File: src/rtl/exe_pkg.sv
// Shared EXE-stage definitions: divider FSM states, iteration count and the
// destination tag width also used by the EXE/WB register.
package exe_pkg;

    localparam int DIV_WIDTH = 32;
    localparam int DIV_ITER  = DIV_WIDTH;
    localparam int RD_W      = 4;

    typedef enum logic [1:0] {
        IDLE = 2'd0,
        CALC = 2'd1,
        DONE = 2'd2
    } div_state_t;

endpackage

File: src/rtl/div_step.sv
// One restoring shift-subtract step: shift in the next dividend bit, trial
// subtract the divisor, keep the difference when it does not go negative.
module div_step #(
    parameter int WIDTH = 32
) (
    input  logic [WIDTH-1:0] rem_i,
    input  logic             bit_i,
    input  logic [WIDTH-1:0] divisor_i,
    output logic [WIDTH-1:0] rem_o,
    output logic             q_o
);

    logic [WIDTH-1:0] low;
    logic [WIDTH-1:0] diff;

    // The WIDTH+1-bit trial subtract is split: the bit shifted out of rem_i
    // alone guarantees a non-negative result, otherwise compare the low WIDTH bits.
    assign low   = {rem_i[WIDTH-2:0], bit_i};
    assign diff  = low - divisor_i;
    assign q_o   = rem_i[WIDTH-1] | (low >= divisor_i);
    assign rem_o = q_o ? diff : low;

endmodule

File: src/rtl/div_unit_exe.sv
// Iterative signed/unsigned divider for the EXE stage: one quotient bit per
// cycle, result and destination tag presented for a single cycle on done.
module div_unit_exe #(
    parameter int WIDTH = 32,
    parameter int RD_W  = 4
) (
    input  logic             clk,
    input  logic             rst,
    input  logic             start,
    input  logic             signed_op,
    input  logic             rem_sel,
    input  logic [RD_W-1:0]  in_Rd,
    input  logic [WIDTH-1:0] dividend,
    input  logic [WIDTH-1:0] divisor,
    output logic             busy,
    output logic             done,
    output logic [RD_W-1:0]  out_Rd,
    output logic [WIDTH-1:0] div_exe
);

    import exe_pkg::*;

    localparam int CNT_W = $clog2(WIDTH);

    div_state_t       state_q, state_d;
    logic [CNT_W-1:0] cnt_q, cnt_d;
    logic [WIDTH-1:0] rem_q, rem_d;
    logic [WIDTH-1:0] quo_q, quo_d;
    logic [WIDTH-1:0] dvs_q, dvs_d;
    logic             negq_q, negq_d;
    logic             negr_q, negr_d;
    logic             sel_q, sel_d;
    logic [RD_W-1:0]  rd_q, rd_d;
    logic             done_q, done_d;
    logic [RD_W-1:0]  out_rd_q, out_rd_d;
    logic [WIDTH-1:0] res_q, res_d;

    logic [WIDTH-1:0] dvd_mag;
    logic [WIDTH-1:0] dvs_mag;
    logic [WIDTH-1:0] step_rem;
    logic             step_q;

    assign dvd_mag = (signed_op && dividend[WIDTH-1]) ? ('0 - dividend) : dividend;
    assign dvs_mag = (signed_op && divisor[WIDTH-1])  ? ('0 - divisor)  : divisor;

    // quo_q doubles as the dividend shift register: its MSB feeds each step
    // while the new quotient bit enters at the LSB.
    div_step #(
        .WIDTH(WIDTH)
    ) u_step (
        .rem_i     (rem_q),
        .bit_i     (quo_q[WIDTH-1]),
        .divisor_i (dvs_q),
        .rem_o     (step_rem),
        .q_o       (step_q)
    );

    always_ff @(posedge clk or posedge rst) begin
        if (rst) begin
            state_q  <= IDLE;
            cnt_q    <= '0;
            rem_q    <= '0;
            quo_q    <= '0;
            dvs_q    <= '0;
            negq_q   <= 1'b0;
            negr_q   <= 1'b0;
            sel_q    <= 1'b0;
            rd_q     <= '0;
            done_q   <= 1'b0;
            out_rd_q <= '0;
            res_q    <= '0;
        end else begin
            state_q  <= state_d;
            cnt_q    <= cnt_d;
            rem_q    <= rem_d;
            quo_q    <= quo_d;
            dvs_q    <= dvs_d;
            negq_q   <= negq_d;
            negr_q   <= negr_d;
            sel_q    <= sel_d;
            rd_q     <= rd_d;
            done_q   <= done_d;
            out_rd_q <= out_rd_d;
            res_q    <= res_d;
        end
    end

    always_comb begin
        state_d  = state_q;
        cnt_d    = cnt_q;
        rem_d    = rem_q;
        quo_d    = quo_q;
        dvs_d    = dvs_q;
        negq_d   = negq_q;
        negr_d   = negr_q;
        sel_d    = sel_q;
        rd_d     = rd_q;
        done_d   = 1'b0;
        out_rd_d = out_rd_q;
        res_d    = res_q;

        unique case (state_q)
            IDLE: begin
                if (start) begin
                    rd_d   = in_Rd;
                    sel_d  = rem_sel;
                    dvs_d  = dvs_mag;
                    negr_d = signed_op & dividend[WIDTH-1];
                    cnt_d  = '0;
                    if (divisor == '0) begin
                        // Divide by zero: quotient stays all ones, remainder is the dividend.
                        quo_d   = '1;
                        rem_d   = dvd_mag;
                        negq_d  = 1'b0;
                        state_d = DONE;
                    end else begin
                        quo_d   = dvd_mag;
                        rem_d   = '0;
                        negq_d  = signed_op & (dividend[WIDTH-1] ^ divisor[WIDTH-1]);
                        state_d = CALC;
                    end
                end
            end
            CALC: begin
                rem_d = step_rem;
                quo_d = {quo_q[WIDTH-2:0], step_q};
                cnt_d = cnt_q + CNT_W'(1);
                if (cnt_q == CNT_W'(WIDTH - 1)) begin
                    state_d = DONE;
                end
            end
            DONE: begin
                done_d   = 1'b1;
                out_rd_d = rd_q;
                if (sel_q) begin
                    res_d = negr_q ? ('0 - rem_q) : rem_q;
                end else begin
                    res_d = negq_q ? ('0 - quo_q) : quo_q;
                end
                state_d = IDLE;
            end
            default: begin
                state_d = IDLE;
            end
        endcase
    end

    assign busy    = (state_q != IDLE);
    assign done    = done_q;
    assign out_Rd  = out_rd_q;
    assign div_exe = res_q;

endmodule

File: config.mk
export PLATFORM = sky130hd
export DESIGN_NAME = div_unit_exe
export DESIGN_NICKNAME = d
export VERILOG_FILES = /design/src/rtl/exe_pkg.sv /design/src/rtl/div_step.sv /design/src/rtl/div_unit_exe.sv
export SDC_FILE = /design/constraint.sdc
export NUM_CORES = 1
export LEC_CHECK = 0
export CAP_MARGIN = 20
export CELL_PAD_IN_SITES_DETAIL_PLACEMENT = 1
export CELL_PAD_IN_SITES_GLOBAL_PLACEMENT = 1
export CORE_MARGIN = 8
export CORE_UTILIZATION = 40
export DETAILED_ROUTE_END_ITERATION = 10
export GPL_TIMING_DRIVEN = 0
export PLACE_DENSITY = 0.88
export SYNTH_ARGS = -nofsm -noshare
export SYNTH_HDL_FRONTEND = slang
export SYNTH_SLANG_ARGS = --single-unit
File: constraint.sdc
create_clock -name clk -period 6.8 [get_ports clk]
set_input_delay 1.36 -clock clk [delete_from_list [all_inputs] [get_ports clk]]
set_output_delay 1.36 -clock clk [all_outputs]
set_load 0.03 [all_outputs]
==> flow_summary.ini <==
[cells_and_area]
drive_gt1_share_pct = 4.44
final_core_util_pct = 49.1
stdcell_count = 1822
final_area_mm2 = 0.0128
antenna_cells = 0
final_nets = 1587
fill_cells = 3197
area_growth_pct = 20.2

[floorplan]
core-area_mm2 = 0.0261
start_util_pct = 40.8
fp.dieW_um = 179
rows = 59
die_h_um = 179
ioPinCount = 111
dieArea_mm2 = 0.0321

[routing]
routed_wl_um = 39700
ant_nets = 0
dr.first_iter.drc_count = 727
viasPerCell = 5.93
wire_per_inst_um = 21.8
firstDrtPassIters = 5
drc = 0
vias = 10813

[synth]
yosys_warnings = 0
yosysTopAreaCellShare_pct = 34.5
netlist_instances = 1345
ys.flop_type = dfrtp_1
syn-cell-area_mm2 = 0.0107
avgSynthCellArea_um2 = 7.93
async_reset_ff_share_pct = 100
ys_ff_latch = 147
seq_area_frac_synth_pct = 34.5
yosys-top-cells-area = dfrtp_1, o21ai_0, nand2_1
synth_nets = 1457
synth_edf_count = 0
yosysTopAreaCell = dfrtp_1
ys_types = 65

[grt]
grt_pass1_vias = 11374
grt_first_pass_wirelength_um = 61700
top_usage_layer = met2
overflow = 0
grt_antenna_before_repair = 0
met1_usage_pct = 30.2
grt_max_degree = 100
use_met3_pct = 3.41
track_usage_pct = 24.7
grt_use_met2_pct = 42.9

[placed_design]
place_area_mm2 = 0.0122
place.gp.congestion = 0.948
io_buffer_count = 110
hpwl_um = 30900
dp.cells = 1791

[timing]
hold-worst-slack_ps = 475
setup_viol = 0
worst_slew_pin_slew_ps = 892
relSlewSlack_pct = 40.5
hold_viol = 0
rsz0062_at_grt = no
fin_worst_skew_ps = 12.2
fmax_mhz = 215
final_max_slew_viol_count = 0
min_period_over_period_pct = 68.5
fin_crit_ps = 4660

[setup_path]
regToRegSetupSlack_ps = 2800
cp-end-kind = flip-flop
crit_type = primary input to flip-flop
critPathMaxFanout = 6
worstReg2RegStart = rem_q[24]
required_ps = 7180
r2r_end = rem_q[3]
cp-start-kind = primary input
crit_arrival_ps = 5040
r2r_cells = 13

[power_and_ir_drop]
leakage_nw = 5.23
power_density_mw_per_mm2 = 564
finalPower_mw = 7.22
ir_drop_mv = 0.233

[clock_tree]
cts_resized = 0
clkLatencyLatePin_ps = 440
clock_sinks = 147
h-tree-depth = 4
cts_setup_buffers = 0
cts_buffers = 17
tritoncts = done
clockBufferDepth = 2
root_buffer = clkbuf_16
path_clk_slew_ps = 60
cts_hold_buf = 0

[worst_hold_path]
min_to = dvs_q[6]
holdPathStages = 2
hp-start = dvs_q[6]
hold_class = flip-flop to flip-flop

[outcome]
outcome = complete, no violations

[flow_run]
cap_violations = 0
flip-flops by register name (all words and copies together) (netlist names), 2 cells and up:
name / cells
div_exe: 32
dvs_q: 32
quo_q: 32
rem_q: 32
cnt_q: 5
out_Rd: 4
rd_q: 4
state_q: 2
critical path: stages:
cell             delay (ps)
clkdlybuf4s50_1         450
or4_1                   590
or3_1                   390
or2_1                   290
nor4_2                  360
nand2_1                 210
nor3_2                  640
nor2_1                  270
a221oi_1                330
a21o_1                  130
worst max path at each step:
stage          cells past startpoint       start         to
2_1_floorplan                      1         rst   cnt_q[0]
3_3_place_gp                       2         rst  dvs_q[29]
3_5_place_dp                      10  divisor[8]   quo_q[6]
4_1_cts                           10  divisor[8]   quo_q[6]
5_1_grt                           10  divisor[8]   quo_q[6]
6_report                          10  divisor[8]   quo_q[6]
cell type report:
cell class | instances | area, um2 | share of cell area (%)
multi-input cells | 1073 | 6500 | 50.7
flip-flops and latches | 147 | 3680 | 28.7
repair buffers | 111 | 1130 | 8.80
clock buffers | 18 | 439 | 3.43
well taps | 335 | 419 | 3.27
plain buffers | 73 | 289 | 2.25
inverters | 52 | 200 | 1.56
clock inverters | 13 | 161 | 1.26
where the power goes:
group	total, mW	internal, mW	switching, mW
combinational	4.37	1.76	2.61
sequential	1.86	1.29	0.572
clock	0.991	0.584	0.407
through the flow:
stage / setup WS, ps / setup TNS [ps]
6_report: 2140 / 0
5_1_grt: 1960 / 0
4_1_cts: 2200 / 0
3_5_place_dp: 1750 / 0
3_3_place_gp: -550 / -77690
2_1_floorplan: 1490 / 0
per-layer routing:
metal  up-vias  wire (um)
li1       5026          -
met1      5301      16600
met2       391      19100
met3        95       2620
met4         0       1250
met5         -          0
cells by family (layout without fill, tap and decap cells):
group | count (synthesis) | in the layout | synth area share (%)
adders and majority gates | 39 | 39 | 4.65
AOI/OAI and AO/OA | 443 | 443 | 24.8
muxes | 9 | 9 | 0.856
and+or+nand+nor | 438 | 438 | 18.8
buffers and inverters | 125 | 267 | 4.54
xor gates and xnor gates | 144 | 144 | 11.8
DFF | 147 | 147 | 34.5
cells in the mapped netlist (3+ instances only):
cell / n
or4_1: 9
o22ai_1: 25
and2_1: 4
a21oi_1: 116
mux2i_1: 8
o21bai_1: 5
buf_2: 9
o21a_1: 5
o31a_1: 4
or3_1: 13
inv_1: 52
and3_1: 8
nor2b_1: 7
a31oi_1: 18
xnor2_1: 77
a211oi_1: 9
nor3_1: 34
o21ai_0: 160
nand2_1: 189
or2_2: 6
nand2b_1: 12
a221o_1: 5
clkbuf_1: 58
nor4_1: 8
ha_1: 38
o221ai_1: 5
xor2_1: 67
a21o_1: 22
buf_1: 5
dfrtp_1: 147
nand3_1: 15
o41ai_1: 12
nor2_1: 107
o21ai_1: 12
nand4_1: 9
or4_4: 3
a22o_1: 5
o31ai_1: 24
layout by cell type (no fill, tap or decap), types with 24 or more instances in the layout:
master and instances:
o31ai_1 24, clkbuf_1 58, nor3_1 34, clkdlybuf4s50_1 110
xor2_1 67, nor2_1 107, dfrtp_1 147, inv_1 51
o21ai_0 160, xnor2_1 77, ha_1 38, a21oi_1 116
o22ai_1 25, nand2_1 189
Power figures use the tool's default switching activity.
